## config.mk

```make
export PLATFORM = sky130hd
export DESIGN_NAME = fetch_sequencer
export DESIGN_NICKNAME = d
export VERILOG_FILES = /design/src/rtl/fetch_sequencer.sv
export SDC_FILE = /design/constraint.sdc
export NUM_CORES = 1
export LEC_CHECK = 0
export CAP_MARGIN = 20
export CORE_MARGIN = 10
export CORE_UTILIZATION = 49
export DETAILED_ROUTE_END_ITERATION = 16
export GPL_TIMING_DRIVEN = 0
export PLACE_DENSITY_LB_ADDON = 0.2
export SYNTH_ARGS = -nofsm -noshare
export SYNTH_HDL_FRONTEND = slang
export SYNTH_SLANG_ARGS = --single-unit
export TNS_END_PERCENT = 100
```

## constraint.sdc

```tcl
create_clock -name clk -period 4.1 [get_ports clk]
set_input_delay 1.025 -clock clk [delete_from_list [all_inputs] [get_ports clk]]
set_output_delay 1.025 -clock clk [all_outputs]
set_load 0.05 [all_outputs]
```

## src/rtl/fetch_sequencer.sv

```systemverilog
// Instruction fetch sequencer: owns the program counter, resolves relative
// branches, holds the current instruction while a STIN/LOUT handshake is
// pending, and stops permanently on a branch-to-self.
module fetch_sequencer #(
  parameter int PC_W  = 6,
  parameter int OFF_W = 8
) (
  input  logic             clk,
  input  logic             nReset,
  input  logic             pc_rel_branch,
  input  logic             reg_write,
  input  logic             read_in,
  input  logic             write_out,
  input  logic [OFF_W-1:0] offset,
  input  logic             in_valid,
  input  logic             out_ready,
  output logic [PC_W-1:0]  pc,
  output logic             in_ready,
  output logic             out_valid,
  output logic             reg_we,
  output logic             stall,
  output logic             halted,
  output logic [7:0]       stall_cnt
);

  typedef enum logic [1:0] {
    RUN      = 2'd0,
    WAIT_IN  = 2'd1,
    WAIT_OUT = 2'd2,
    HALT     = 2'd3
  } state_t;

  state_t          state_q, state_d;
  logic [PC_W-1:0] pc_q, pc_d;
  logic [7:0]      stall_cnt_q, stall_cnt_d;

  logic            active;
  logic            in_window;
  logic            out_window;
  logic            wr_op;
  logic            in_stall;
  logic            out_stall;
  logic            halt_hit;
  logic [PC_W-1:0] pc_next;

  // Sign-extend (or truncate) the branch offset to the PC width; the sum
  // then wraps naturally modulo 2^PC_W.
  function automatic logic [PC_W-1:0] ext_offset(input logic [OFF_W-1:0] off);
    logic signed [OFF_W-1:0] off_s;
    logic signed [PC_W-1:0]  off_e;
    off_s = signed'(off);
    off_e = PC_W'(off_s);
    return unsigned'(off_e);
  endfunction

  // Saturating 8-bit increment for the stall counter (sticks at 255).
  function automatic logic [7:0] sat_inc8(input logic [7:0] v);
    return (v == 8'hFF) ? v : v + 8'd1;
  endfunction

  // Handshake windows, stall detection and gated write enable.
  always_comb begin
    active     = (state_q != HALT);
    in_window  = (state_q == RUN) || (state_q == WAIT_IN);
    out_window = (state_q == RUN) || (state_q == WAIT_OUT);
    // An instruction flagged as both STIN and LOUT is handled as STIN.
    wr_op      = write_out && !read_in;
    in_ready   = in_window && read_in;
    out_valid  = out_window && wr_op;
    in_stall   = in_ready && !in_valid;
    out_stall  = out_valid && !out_ready;
    stall      = in_stall || out_stall;
    reg_we     = reg_write && !stall && active;
    halted     = (state_q == HALT);
  end

  // Branch target / fall-through address and branch-to-self detection.
  always_comb begin
    pc_next  = pc_q + (pc_rel_branch ? ext_offset(offset) : PC_W'(1));
    halt_hit = pc_rel_branch && (pc_next == pc_q);
  end

  // Next-state, next-pc and stall-counter update.
  always_comb begin
    state_d     = state_q;
    pc_d        = pc_q;
    stall_cnt_d = stall ? sat_inc8(stall_cnt_q) : stall_cnt_q;
    case (state_q)
      RUN, WAIT_IN, WAIT_OUT: begin
        if (in_stall) begin
          state_d = WAIT_IN;
        end else if (out_stall) begin
          state_d = WAIT_OUT;
        end else if (halt_hit) begin
          // Branch-to-self: stop here with pc frozen on the halting branch.
          state_d = HALT;
        end else begin
          state_d = RUN;
          pc_d    = pc_next;
        end
      end
      HALT: begin
        state_d = HALT;
      end
      default: begin
        state_d = RUN;
      end
    endcase
  end

  // State, program counter and stall counter registers; reset abandons any
  // pending transfer by returning straight to RUN at address 0.
  always_ff @(posedge clk or negedge nReset) begin
    if (!nReset) begin
      state_q     <= RUN;
      pc_q        <= '0;
      stall_cnt_q <= '0;
    end else begin
      state_q     <= state_d;
      pc_q        <= pc_d;
      stall_cnt_q <= stall_cnt_d;
    end
  end

  assign pc        = pc_q;
  assign stall_cnt = stall_cnt_q;

endmodule

```

==> results of run 1 <==
[area by class of cell]
class / instances / area share [%]
inverter: 7 / 1.78
multi-input combinational: 88 / 44.9
timing repair buffer: 32 / 21.6
sequential: 16 / 27.0
clock buffer: 4 / 2.45
tap: 27 / 2.28
[kinds of logic after synthesis]
logic type,count (synthesis)
multiplexers,2
buffers and inverters,8
XOR/XNOR,14
adder cells (fa/ha/maj),7
flip-flops,16
AND/OR/NAND/NOR,40
AO/OA/AOI/OAI,25
[metal layers]
| metal | vias to the layer above | wire length (um) | part of all wire (%) | global-route usage [%] |
|---|---|---|---|---|
| met5 | - | 0 | 0 | 0 |
| met4 | 0 | 23 | 0.82 | 3.33 |
| met3 | 4 | 291 | 10 | 6.69 |
| met2 | 42 | 1360 | 49 | 22.4 |
| met1 | 455 | 1130 | 40 | 14.4 |
| li1 | 476 | - | - | - |
[power by group through the flow]
stage               clock [mW]  combinational (mW)  sequential, mW
detailed placement           0               0.822           0.310
finish                   0.109               0.823           0.310
global placement             0               0.802           0.304
global route             0.116               0.883           0.323
CTS                      0.111               0.828           0.309
floorplan                    0               0.382           0.503
[timing repair]
action | 4_1_cts | 5_1_grt
hold buffers | 0 | 0
setup endpoints to repair | 2 | 1
resized for setup | 3 | 0
[path summary, 6_finish.rpt]
check / to / slack (ns) / cells past startpoint
worst max-delay path: stall / 0.12 / 4
worst min-delay path: pc[5] / 0.48 / 1
worst max register to register: pc[1] / 1.29 / 8
worst min register to register: pc[5] / 0.48 / 1
max in group asynchronous: stall_cnt[4] / 2.50 / 1
min in group asynchronous: stall_cnt[0] / 1.15 / 1
[cells in the final DEF, fill, tap and decap left out, types with 5 or more instances in the layout]
master and instances:
inv_1 7, clkdlybuf4s50_1 31, nand2_1 8, nor2_1 10, xnor2_1 7, o31ai_1 5
ha_1 6, xor2_1 6, dfrtp_1 16
[per-stage QoR]
step | worst slack (ns) | TNS, ns
2_1_floorplan | 0.637 | 0
3_3_place_gp | -0.440 | -0.497
3_5_place_dp | -0.469 | -0.534
4_1_cts | 0.0178 | 0
5_1_grt | 0.0215 | 0
6_report | 0.119 | 0
[state kept, by name, summed over array words and instances, names as in the netlist]
signal and cells:
stall_cnt 8, state_q 2, pc 6
[critical path: stages]
cell and delay (ns):
clkdlybuf4s50_1 0.47, nor4b_2 0.47, or2_2 0.19, clkdlybuf4s50_1 0.79
==> impl_metrics.json, run 1 <==
{
  "placed_cell_area_sq_um": 1440,
  "clkPwrFrac_pct": 8.8,
  "dp.cells": 171,
  "cts.clk_slew.worst_paths_ns": 0.10,
  "dpl.hpwl_mm": 2.21,
  "worstSkewPairLatency_ns": 0.30,
  "wire_per_inst_um": 16.1,
  "critPathKind": "in2out",
  "grt_usage_pct": 13.3,
  "yosysTopAreaCellShare_pct": 37.0,
  "worst_clock_skew_ns": 0.00323,
  "routed-via-count": 977,
  "startpoint": "read_in",
  "fin_hold_ws_ns": 0.485,
  "cts_buffers": 3,
  "cap_violations": 0,
  "synthAdderAreaFrac_pct": 8.78,
  "cellLeakagePower_nw": 0.638,
  "netlist_instances": 112,
  "setup_viol": 0,
  "ys.flop_type": "dfrtp_1",
  "tightest_slew_ns": 0.725,
  "place.gp.congestion": 0.853,
  "fin_total_pwr_mw": 1.24,
  "core_sq_um": 2020,
  "vias_per_cell": 5.61,
  "yosysUniqueCellTypes": 39,
  "root_buffer": "clkbuf_4",
  "drt_iter0_drc": 20,
  "grt_pass1_vias": 1005,
  "regArea_sq_um": 400,
  "die_h_um": 67.0,
  "crit_fanout": 5,
  "drtPass1Iterations": 4,
  "dieArea_sq_um": 4490,
  "grt_overflow": 0,
  "slew_violations": 0,
  "yosysSeqAreaShare_pct": 37.0,
  "post-route-drc-count": 0,
  "arrival_ns": 2.96,
  "drtAntennaViolNets": 0,
  "synth_top_family_by_area": "simple AND/OR/NAND/NOR gates",
  "port_buffers": 32,
  "avgSynthCellArea_sq_um": 9.67,
  "min_from": "pc[5]",
  "yosys.area_share.simple_pct": 20.3,
  "outcome": "completed",
  "max_freq_ghz": 0.251,
  "yosysTopAreaCell": "dfrtp_1",
  "p_sw_share_pct": 51.4,
  "drt_wl_total_mm": 2.81,
  "p_seq_share_pct": 25.0,
  "power.switching_mw": 0.638,
  "multi_input_area_sq_um": 664,
  "synth.most_common_cell": "dfrtp_1",
  "rsz0062_at_grt": "false",
  "cp_data_required_time_ns": 3.07,
  "hold_path_class": "reg2reg",
  "timing.slew.headroom_pct": 51.5,
  "synth-xor-area-share_pct": 12.6,
  "timing.final.crit_share_pct": 97.1,
  "nNetsFinal": 171,
  "ys_top_cells_by_count": "16 x dfrtp_1, 10 x nor2_1, 8 x nand2_1",
  "cts.htree.levels": 1,
  "grt_max_degree": 17,
  "cts_tree": "yes",
  "cts_sinks": 16,
  "synth-async-reset-ratio_pct": 100,
  "cp-start-kind": "input pin",
  "fin_util_pct": 73.2,
  "io_pins": 35,
  "cts_setup_buffers": 0,
  "synth_edf_count": 0,
  "reg2reg_from": "pc[0]",
  "fin_cells": 174,
  "ir_drop_mv": 0.591,
  "syn_nets": 135,
  "synth_compound_area_share_pct": 16.6,
  "rows": 16,
  "intPower_mw": 0.604,
  "netlist_top_cells_area": "dfrtp_1 37%, ha_1 6.9%, xnor2_1 5.7%",
  "synth_seq_cells": 16,
  "clock_path_buffers": 2,
  "muxShareOfSynthArea_pct": 1.96,
  "antenna_cells": 0,
  "ys_warn_count": 0,
  "start_util_pct": 53.6,
  "end_kind": "output port",
  "netlist_area_sq_um": 1080,
  "die_w_um": 67.0,
  "combPwrFrac_pct": 66.2,
  "fill_cells": 166,
  "drive_gt1_share_pct": 8.16,
  "fin_area_sq_um": 1480,
  "finalHoldViolations": 0,
  "powerDensity_nw_per_um2": 840,
  "grt_pass1_wl_mm": 4.64,
  "area_growth_pct": 36.6,
  "period_minus_slack_ns": 3.98,
  "grt_antenna_before_repair": 0
}
Power figures use the tool's default switching activity.
==> run 2: changes to the inputs <==
CORE_UTILIZATION = 41   (was 49)
clock period = 3.3 ns   (was 4.1 ns; I/O delays follow)
==> impl_metrics.json, run 2 (same netlist as run 1, synthesis figures left out) <==
{
  "grt_antenna_before_repair": 0,
  "setup_ws_ns": 0.101,
  "rsz0062_at_grt": "false",
  "power.switching_mw": 0.818,
  "p_seq_share_pct": 24.1,
  "largest_reg_flops": 8,
  "clock_path_buffers": 2,
  "routed-via-count": 950,
  "clkPwrFrac_pct": 8.0,
  "fin_area_sq_um": 1550,
  "setup_tns_ns": 0,
  "period_minus_slack_ns": 3.20,
  "dp.cells": 174,
  "cp_data_required_time_ns": 2.47,
  "drtAntennaViolNets": 0,
  "arrival_ns": 2.37,
  "fill_cells": 210,
  "cts.htree.levels": 1,
  "worst_clock_skew_ns": 0.00165,
  "vias_per_cell": 5.37,
  "startpoint": "read_in",
  "core_sq_um": 2500,
  "nNetsFinal": 171,
  "place_ws_ns": -0.884,
  "regArea_sq_um": 400,
  "timing.final.crit_share_pct": 96.9,
  "post-route-drc-count": 0,
  "grt_pass1_wl_mm": 4.28,
  "r2r-end": "pc[0]",
  "setup_viol": 0,
  "root_buffer": "clkbuf_4",
  "wire_per_inst_um": 14.7,
  "fin_cells": 177,
  "multi_input_area_sq_um": 738,
  "cts_buffers": 3,
  "drtPass1Iterations": 4,
  "end_kind": "output port",
  "drt_iter0_drc": 29,
  "timing.slew.headroom_pct": 51.4,
  "port_buffers": 32,
  "grt_overflow": 0,
  "fin_hold_ws_ns": 0.488,
  "start_util_pct": 43.3,
  "combPwrFrac_pct": 67.9,
  "place.gp.congestion": 0.791,
  "cts_setup_buffers": 0,
  "cts.clk_slew.worst_paths_ns": 0.09,
  "worstSkewPairLatency_ns": 0.28,
  "drt_wl_total_mm": 2.61,
  "slew_violations": 0,
  "drive_gt1_share_pct": 17.0,
  "fin_util_pct": 62.1,
  "finalHoldViolations": 0,
  "rows": 18,
  "placed_cell_area_sq_um": 1440,
  "critPathKind": "in2out",
  "cap_violations": 0,
  "die_h_um": 71.4,
  "p_sw_share_pct": 51.0,
  "max_freq_ghz": 0.313,
  "cp-start-kind": "input pin",
  "reg2reg_from": "pc[0]",
  "io_pins": 35,
  "antenna_cells": 0,
  "layout_common_cells": "27 x clkdlybuf4s50_1, 16 x dfrtp_1, 10 x nor2_1, 7 x nand2_1, 7 x xnor2_1",
  "final_common_cell": "clkdlybuf4s50_1",
  "grt_pass1_vias": 917,
  "powerDensity_nw_per_um2": 1030,
  "area_growth_pct": 43.2,
  "reg2reg_slack_ns": 0.46,
  "cellLeakagePower_nw": 0.677,
  "grt_usage_pct": 9.95,
  "dpl.hpwl_mm": 2.11,
  "fin_total_pwr_mw": 1.60,
  "cts_sinks": 16,
  "worstRegToRegCells": 8,
  "crit_fanout": 4,
  "ir_drop_mv": 0.705,
  "cp-endpoint": "out_valid",
  "dieArea_sq_um": 5100,
  "cts_tree": "yes",
  "outcome": "completed",
  "die_w_um": 71.4,
  "grt_max_degree": 17,
  "intPower_mw": 0.785,
  "hold_path_class": "reg2reg",
  "tightest_slew_ns": 0.726
}
## run 2: cell types whose count changed in the layout (fill, tap and decap cells not counted), sizes merged
cell | previous run | this run
clkdlybuf4s50 | 31 | 27
dlygate4sd2 | 1 | 0
clkbuf | 4 | 7
dlymetal6s2s | 0 | 2
## run 2: layout make-up
| class | instances | share of cell area (%) |
|---|---|---|
| multi-input cells | 88 | 47.6 |
| flip-flops and latches | 16 | 25.8 |
| repair buffers | 32 | 20.2 |
| well taps | 30 | 2.42 |
| clock buffers | 4 | 2.34 |
| inverters | 7 | 1.69 |
## run 2: worst min-delay path by stage
stage | start | to | cells past startpoint
global placement | pc[5] | pc[5] | 1
CTS | pc[5] | pc[5] | 1
floorplan | nReset | pc[0] | 0
detailed placement | pc[5] | pc[5] | 1
finish | pc[5] | pc[5] | 1
global route | pc[5] | pc[5] | 1
## run 2: what timing repair did
action | 4_1_cts | 5_1_grt
pin swaps | 1 | 6
endpoints found under the setup margin | 6 | 6
gates resized for setup | 11 | 18
hold buffers | 0 | 0
## run 2: metal layers
layer,track usage [%],share of wire [%]
met3,4.82,7.6
met1,12.2,45
met2,15.7,47
met5,0,0
met4,1.29,0.31
## run 2: critical path, cell delays in order
cell	delay [ns]
clkdlybuf4s50_1	0.48
nor3b_1	0.22
clkdlybuf4s50_1	0.84
## run 2: power groups by stage
stage	Sequential [mW]	Clock (mW)	Combinational, mW
after detailed placement	0.386	0	1.01
after floorplan	0.625	0	0.475
final	0.386	0.128	1.09
after global placement	0.379	0	0.998
after global routing	0.401	0.146	1.17
after CTS	0.383	0.134	1.05
